==> config.mk <==
export PLATFORM = sky130hd
export DESIGN_NAME = hbif_cmd_ctrl
export DESIGN_NICKNAME = d
export VERILOG_FILES = /design/src/rtl/hbif_cmd_ctrl.sv
export SDC_FILE = /design/constraint.sdc
export NUM_CORES = 1
export LEC_CHECK = 0
export BUFFER_PORTS_ARGS = -buffer_cell sky130_fd_sc_hd__buf_2
export CORE_UTILIZATION = 36
export CTS_CLUSTER_DIAMETER = 120
export DETAILED_ROUTE_END_ITERATION = 6
export SLEW_MARGIN = 40
export SYNTH_ARGS = -nofsm -noshare
export SYNTH_HDL_FRONTEND = slang
export SYNTH_SLANG_ARGS = --single-unit
==> constraint.sdc <==
create_clock -name clk_i -period 3.6 [get_ports clk_i]
set_clock_uncertainty 0.1 [all_clocks]
set_input_delay 0.18 -clock clk_i [delete_from_list [all_inputs] [get_ports clk_i]]
set_output_delay 0.18 -clock clk_i [all_outputs]
set_load 0.1 [all_outputs]
==> src/rtl/hbif_cmd_ctrl.sv <==
// Host command-frame decoder: turns {we, addr[6:0]} [+ data] byte frames into
// single-cycle register-file strobes and answers every completed frame with one byte.
module hbif_cmd_ctrl #(
  parameter int DEPTH          = 4,
  parameter int DATA_WIDTH     = 8,
  parameter int TIMEOUT_CYCLES = 255,
  localparam int ADDR_W        = $clog2(DEPTH)
) (
  input  logic                  clk_i,
  input  logic                  rst_ni,
  input  logic                  cmd_valid_i,
  output logic                  cmd_ready_o,
  input  logic [7:0]            cmd_data_i,
  output logic                  rsp_valid_o,
  input  logic                  rsp_ready_i,
  output logic [7:0]            rsp_data_o,
  output logic                  rf_en_o,
  output logic                  rf_we_o,
  output logic [ADDR_W-1:0]     rf_addr_o,
  output logic [DATA_WIDTH-1:0] rf_wdata_o,
  input  logic [DATA_WIDTH-1:0] rf_rdata_i,
  output logic [7:0]            err_cnt_o,
  output logic                  busy_o
);

  localparam int              TO_W      = $clog2(TIMEOUT_CYCLES + 1);
  localparam logic [TO_W-1:0] TO_LAST   = TO_W'(TIMEOUT_CYCLES - 1);
  localparam logic [7:0]      DEPTH_LIM = 8'(DEPTH);
  localparam logic [7:0]      RSP_OK    = 8'hA5;
  localparam logic [7:0]      RSP_ERR   = 8'hEE;

  typedef enum logic [2:0] {
    S_IDLE,
    S_WDATA,
    S_WRITE,
    S_RD_ISSUE,
    S_RD_WAIT,
    S_RESP
  } state_e;

  state_e                r_state;
  logic                  r_cmd_ready;
  logic                  r_rsp_valid;
  logic                  r_busy;
  logic                  r_rf_en;
  logic                  r_rf_we;
  logic                  r_addr_ok;
  logic [7:0]            r_rsp_data;
  logic [7:0]            r_err_cnt;
  logic [ADDR_W-1:0]     r_rf_addr;
  logic [DATA_WIDTH-1:0] r_rf_wdata;
  logic [TO_W-1:0]       r_to_cnt;

  logic                  w_hdr_addr_ok;
  logic [7:0]            w_err_inc;
  logic [7:0]            w_rdata_ext;

  // All seven header address bits take part, so aliases above DEPTH are rejected.
  assign w_hdr_addr_ok = {1'b0, cmd_data_i[6:0]} < DEPTH_LIM;
  assign w_err_inc     = (r_err_cnt == 8'hFF) ? 8'hFF : r_err_cnt + 8'd1;
  assign w_rdata_ext   = 8'(rf_rdata_i);

  always_ff @(posedge clk_i or negedge rst_ni) begin
    if (!rst_ni) begin
      r_state     <= S_IDLE;
      r_cmd_ready <= 1'b1;
      r_rsp_valid <= 1'b0;
      r_busy      <= 1'b0;
      r_rf_en     <= 1'b0;
      r_rf_we     <= 1'b0;
      r_addr_ok   <= 1'b0;
      r_rsp_data  <= 8'h00;
      r_err_cnt   <= 8'h00;
      r_rf_addr   <= '0;
      r_rf_wdata  <= '0;
      r_to_cnt    <= '0;
    end else begin
      // NOTE: non-blocking defaults here make the strobes one-cycle pulses; any
      // state below that re-asserts them simply overrides the default.
      r_rf_en <= 1'b0;
      r_rf_we <= 1'b0;
      unique case (r_state)
        S_IDLE: begin
          if (cmd_valid_i) begin
            r_busy    <= 1'b1;
            r_addr_ok <= w_hdr_addr_ok;
            r_rf_addr <= cmd_data_i[ADDR_W-1:0];
            if (cmd_data_i[7]) begin
              r_state  <= S_WDATA;
              r_to_cnt <= '0;
            end else if (w_hdr_addr_ok) begin
              r_state     <= S_RD_ISSUE;
              r_cmd_ready <= 1'b0;
              r_rf_en     <= 1'b1;
            end else begin
              r_state     <= S_RESP;
              r_cmd_ready <= 1'b0;
              r_rsp_valid <= 1'b1;
              r_rsp_data  <= RSP_ERR;
              r_err_cnt   <= w_err_inc;
            end
          end
        end
        S_WDATA: begin
          if (cmd_valid_i) begin
            r_rf_wdata  <= cmd_data_i[DATA_WIDTH-1:0];
            r_cmd_ready <= 1'b0;
            if (r_addr_ok) begin
              r_state <= S_WRITE;
              r_rf_en <= 1'b1;
              r_rf_we <= 1'b1;
            end else begin
              r_state     <= S_RESP;
              r_rsp_valid <= 1'b1;
              r_rsp_data  <= RSP_ERR;
              r_err_cnt   <= w_err_inc;
            end
          end else if (r_to_cnt == TO_LAST) begin
            // Abandoned write: drop silently, only the error counter records it.
            r_state   <= S_IDLE;
            r_busy    <= 1'b0;
            r_to_cnt  <= '0;
            r_err_cnt <= w_err_inc;
          end else begin
            r_to_cnt <= r_to_cnt + 1'b1;
          end
        end
        S_WRITE: begin
          r_state     <= S_RESP;
          r_rsp_valid <= 1'b1;
          r_rsp_data  <= RSP_OK;
        end
        S_RD_ISSUE: begin
          r_state <= S_RD_WAIT;
        end
        S_RD_WAIT: begin
          r_state     <= S_RESP;
          r_rsp_valid <= 1'b1;
          r_rsp_data  <= w_rdata_ext;
        end
        S_RESP: begin
          if (rsp_ready_i) begin
            r_state     <= S_IDLE;
            r_rsp_valid <= 1'b0;
            r_cmd_ready <= 1'b1;
            r_busy      <= 1'b0;
          end
        end
        default: begin
          r_state     <= S_IDLE;
          r_cmd_ready <= 1'b1;
          r_rsp_valid <= 1'b0;
          r_busy      <= 1'b0;
        end
      endcase
    end
  end

  assign cmd_ready_o = r_cmd_ready;
  assign rsp_valid_o = r_rsp_valid;
  assign rsp_data_o  = r_rsp_data;
  assign rf_en_o     = r_rf_en;
  assign rf_we_o     = r_rf_we;
  assign rf_addr_o   = r_rf_addr;
  assign rf_wdata_o  = r_rf_wdata;
  assign err_cnt_o   = r_err_cnt;
  assign busy_o      = r_busy;

endmodule
# Word level (Yosys, flattened, before mapping)
# Index checks and enable logic that the tools add are counted.
# word_totals
register_bits	43
out_inout_bits	31
word_cells	99
# op_classes
addsub	2
order_cmp	1
eq_ne	18
muxes	50
bitwise_logic	2
reduce_logical	14
# ops
cell	n
$mux 8	16
$pmux 8 s2	2
$pmux 8 s4	1
$mux 3	7
$mux 1	19
$ne 2x2->1 const B	9
$add 8x1->8 const B	2
$eq 8x8->1 const B	2
$pmux 3 s5	1
$reduce_and 6->1	2
$reduce_and 5->1	2
$pmux 1 s4	2
$lt 7x3->1 const B	1
$reduce_and 7->1	1
$eq 3x2->1 const B	2
$eq 3x3->1 const B	2
$ne 3x3->1 const B	2
$pmux 1 s5	1
$reduce_and 2->1	2
$reduce_and 4->1	1
$reduce_bool 4->1	1
$eq 3x1->1 const B	1
$logic_not 3->1	1
$reduce_and 3->1	1
other kinds (5)	6

# Longest topological paths before layout
# logic_depth
depth_word	6
ltp_mapped	7
ltp_nobuf	6

# Least setup slack after synthesis
# No wires, ideal clock.
# synth_timing
kind	reg-to-reg
start	register r_err_cnt[2] (netlist: err_cnt_o[2])
end	register r_err_cnt[6] (netlist: err_cnt_o[6])
t_arrival_ps	2029
required_ps	3372
setup_slack_ps	1343
path_stages_with_launch	4
path_buffers	0
period_less_slack_ps	2257
cell_sequence	dfrtp_1 > nand4_1 > a2111oi_1 > mux2_1
# synth_via
elab_chain_cells	6
word_cells_on_any_way	10
# synth_lines
element	line_no	source
start, declared	49	logic [7:0] r_err_cnt;
start signal, assigned	100	r_err_cnt <= w_err_inc;
start signal, assigned	116	r_err_cnt <= w_err_inc;
start signal, assigned	123	r_err_cnt <= w_err_inc;
$add 8x1->8 or $eq 8x8->1 (tied branches)	60	assign w_err_inc = (r_err_cnt == 8'hFF) ? 8'hFF : r_err_cnt + 8'd1;
$mux 8 (*)	60	
$mux 8	91	end else if (w_hdr_addr_ok) begin
$mux 8	88	if (cmd_data_i[7]) begin
$mux 8	84	if (cmd_valid_i) begin
$pmux 8 s2 (*)	82	unique case (r_state)
# Every way passes the cells marked *; elsewhere a longest branch is shown, timed or not. The select of a mux whose other input is x is not followed.
# A chain may end at the register's enable or synchronous reset.

# Worst setup path after layout
# layout_timing
start	register r_state[0]
end	register r_rsp_data[4] (netlist: rsp_data_o[4])
# layout_via
elab_chain_cells	3
word_cells_on_any_way	12
# layout_lines
element	line_no	source
start, declared	41	state_e r_state;
start signal, assigned	65	r_state <= S_IDLE;
start signal, assigned	89	r_state <= S_WDATA;
start signal, assigned	92	r_state <= S_RD_ISSUE;
$eq 3x1->1, or another cell as far along	82	
$reduce_bool 4->1 (no line) or $ne 2x2->1 (tied branches)	-	
$reduce_and 6->1 (no line)	-	
end signal, assigned	139	r_rsp_data <= w_rdata_ext;
end, declared	48	logic [7:0] r_rsp_data;
# Several ways; a longest one is shown, not always the timed one.

==> flow_summary.rst <==
.. list-table::
   :header-rows: 1

   * - Metric
     - Value
   * - Outcome
     - finished clean
   * - Type of origin of the critical path
     - register
   * - Longest Clk Path Bufs
     - 2
   * - Setup repair after global routing missed its margin
     - false
   * - Vias per cell
     - 5.24
   * - Netlist area before placement
     - 0.00219 mm²
   * - Final hold viol count
     - 0
   * - Count of nets after finishing
     - 289
   * - Setup-violating endpoint count in the final report
     - 0
   * - CTS clk-pin slew, worst paths
     - 0.09 ns
   * - Horizontal extent of the die
     - 80.0 µm
   * - Setup slack of the most critical reg-to-reg path
     - 1.20 ns
   * - Hold buffer count at cts
     - 4
   * - Fillers
     - 588
   * - Worst-case hold slack
     - 0.0198 ns
   * - Area of the core
     - 0.00589 mm²
   * - Wire length of the first global-routing pass
     - 8120 µm
   * - Class of the tightest hold or removal check
     - primary input to register
   * - Slew Viols, Final
     - 0
   * - Total Wirelength
     - 4850 µm
   * - Sequential element share of the synthesized area
     - 49.2%
   * - Clock root cell
     - sky130_fd_sc_hd__clkbuf_8
   * - # port buffers
     - 50
   * - Vias
     - 1,791
   * - Die area
     - 0.00640 mm²
   * - Synthesized flop and latch total
     - 43
   * - Worst-Margin Slew
     - 0.757 ns
   * - Detailed Routing Iterations Pass 1
     - 4
   * - Most area-consuming cells after synthesis
     - sky130_fd_sc_hd__dfrtp_1 48%, sky130_fd_sc_hd__mux2_2 7.7%, sky130_fd_sc_hd__a21oi_1 4.3%
   * - Clock period minus final worst setup slack
     - 2.40 ns
   * - Height of the die
     - 80.0 µm
   * - Ys flop type
     - sky130_fd_sc_hd__dfrtp_1
   * - Share of post-route cells with drive strength above 1
     - 30.7%
   * - Starting DRT DRC Count
     - 105
   * - Number of buffers added for setup after CTS
     - 0
   * - Max cap viols
     - 0
   * - Number of diodes added for antenna fixing
     - 0
   * - Cells resized by post-CTS repair
     - 0
   * - Wirelength per Cell
     - 14.2 µm
   * - Pin count of the biggest net entering global routing
     - 44
   * - Peak fanout along the critical path
     - 17
   * - Number of antenna violations at the first check in global routing
     - 0
   * - Cell type with the largest total area after synthesis
     - sky130_fd_sc_hd__dfrtp_1
   * - Peak clock frequency supported by timing
     - 417 MHz
   * - Tightest slew margin relative to the limit
     - 49.5%
   * - Floorplan row count
     - 28
   * - Endpoint arrival time on the critical path
     - 2.44 ns
   * - Clock tree from TritonCTS
     - built
   * - Area taken by flip-flops and latches
     - 0.00108 mm²
   * - Vias in the first global route
     - 1,709
   * - Multi-input combinational cell area
     - 0.00103 mm²
   * - Remaining Overflow, GRT
     - 0
   * - Clock tree sinks
     - 43
   * - Area after DPL
     - 0.00251 mm²
   * - Share of the synthesized area in the top cell type
     - 48.0%
   * - Final design instance area without fill
     - 0.00264 mm²
   * - Synth-to-Final Area Change
     - 20.6%
   * - Setup CP Type
     - register to register
   * - Data required time of the critical path
     - 3.64 ns
   * - Number of CTS-inserted buffers
     - 5
   * - Detailed placement HPWL
     - 3440 µm
   * - Final period util
     - 66.6%
   * - Post-synth EDFFs
     - 0
   * - Fraction of registers with async set/reset
     - 100%
   * - Distinct cell type count after synthesis
     - 40
   * - Number of warnings printed during yosys synthesis
     - 0
   * - Element type at the critical path end
     - register
   * - Number of H-tree levels
     - 2
   * - Final RePlAce weighted congestion
     - 0.799
   * - Total nets after synthesis
     - 237
   * - Gr usage total
     - 16.5%
   * - Final TNS setup
     - 0 ns
   * - Antenna viol nets, final
     - 0
   * - Clk_lat worst skew
     - 0.30 ns
   * - Initial standard-cell utilization of the core
     - 37.2%
   * - Average instance area after synthesis
     - 10.2 µm²
   * - Final routed DRC violation total
     - 0
   * - Syn Inst Count
     - 214
   * - I/O pin cnt
     - 51
final cells by class:
cell class / count / area share [%]
sequential: 43 / 40.8
multi-input combinational: 150 / 39.2
timing repair buffer: 55 / 11.4
tap: 75 / 3.55
clock buffer: 5 / 2.61
inverter: 11 / 1.56
clock inverter: 3 / 0.900
registers in the layout (all words and copies together) (netlist names):
| name | cells |
|---|---|
| rf_en_o | 1 |
| r_addr_ok | 1 |
| err_cnt_o | 8 |
| r_state | 3 |
| rf_we_o | 1 |
| cmd_ready_o | 1 |
| rsp_data_o | 8 |
| busy_o | 1 |
| rsp_valid_o | 1 |
| rf_addr_o | 2 |
| r_to_cnt | 8 |
| rf_wdata_o | 8 |
Yosys cell counts (all sizes together), types with 2 or more instances:
master / n
nand2: 15
o21ai: 16
a2111oi: 4
inv: 11
ha: 3
mux2: 18
o22a: 3
nor3: 2
nand4: 3
nor2: 9
buf: 4
or4: 3
nand2b: 8
clkbuf: 6
a21oi: 19
a211oi: 6
o22ai: 3
o211a: 2
a21o: 5
nand3: 11
dfrtp: 42
and3: 4
or2: 2
and2: 3
metrics by stage:
stage | instances | utilization [%] | setup slack, ns
final | 342 | 44.9 | 1.20
after detailed placement | 330 | 42.6 | 1.23
after global placement | 330 | 42.6 | 1.26
after global routing | 342 | 44.9 | 1.04
after CTS | 342 | 44.9 | 1.21
after floorplan | 214 | - | 1.34
routing by layer:
metal  track usage (%)  share of wire, %  up-vias
met5                 0                 0        -
met4              6.07               1.6        0
met3              4.11               4.7       10
met2              25.9                47       45
met1              21.8                47      857
li1                  -                 -      879
critical path, stage by stage (launching register included):
cell                       delay [ns]
sky130_fd_sc_hd__dfrtp_1         0.54
sky130_fd_sc_hd__or4_1           0.61
sky130_fd_sc_hd__o21bai_4        0.25
sky130_fd_sc_hd__a211oi_1        0.57
sky130_fd_sc_hd__o21ai_0         0.19
path summary, 6_finish.rpt:
kind,start,endpoint,depth (start not counted)
min in group asynchronous,rst_ni,rsp_data_o[2]$_DFFE_PN0P_,2
max in group asynchronous,rst_ni,cmd_ready_o$_DFFE_PN1P_,2
hold reg to reg,rsp_valid_o$_DFFE_PN0P_,rsp_valid_o$_DFFE_PN0P_,1
setup / recovery,r_state[0]$_DFFE_PN0P_,rsp_data_o[4]$_DFFE_PN0P_,4
setup reg to reg,r_state[0]$_DFFE_PN0P_,rsp_data_o[4]$_DFFE_PN0P_,4
hold / removal,cmd_data_i[3],rf_wdata_o[3]$_DFFE_PN0P_,2
cell families (layout without fill, tap and decap cells):
family                     Yosys count  count (layout)  synth area share [%]
adders and majority gates            3               3                  1.71
muxes                               18              18                  9.26
and+or+nand+nor                     65              65                  15.8
buffers and inverters               21              74                  3.83
AOI/OAI and AO/OA                   64              64                  20.2
DFF                                 43              43                  49.2
cell usage in the layout (no fill, tap or decap), types with 3 or more instances in the layout:
cell type	n
sky130_fd_sc_hd__buf_2	49
sky130_fd_sc_hd__dfrtp_1	42
sky130_fd_sc_hd__a21oi_1	19
sky130_fd_sc_hd__nand2_1	15
sky130_fd_sc_hd__o21ai_0	15
sky130_fd_sc_hd__mux2_2	15
sky130_fd_sc_hd__inv_1	11
sky130_fd_sc_hd__nand3_1	11
sky130_fd_sc_hd__nor2_1	9
sky130_fd_sc_hd__nand2b_1	8
sky130_fd_sc_hd__a211oi_1	6
sky130_fd_sc_hd__clkbuf_8	5
sky130_fd_sc_hd__and3_1	4
sky130_fd_sc_hd__a21o_1	4
sky130_fd_sc_hd__dlygate4sd3_1	4
sky130_fd_sc_hd__and2_1	3
sky130_fd_sc_hd__or4_1	3
sky130_fd_sc_hd__o22ai_1	3
sky130_fd_sc_hd__o22a_1	3
sky130_fd_sc_hd__nand4_1	3
sky130_fd_sc_hd__a2111oi_1	3
sky130_fd_sc_hd__mux2_1	3
sky130_fd_sc_hd__ha_1	3
Power is left out: the tool's default activity adds up to more than one toggle a clock period on the data nets, which glitch-free logic cannot reach.
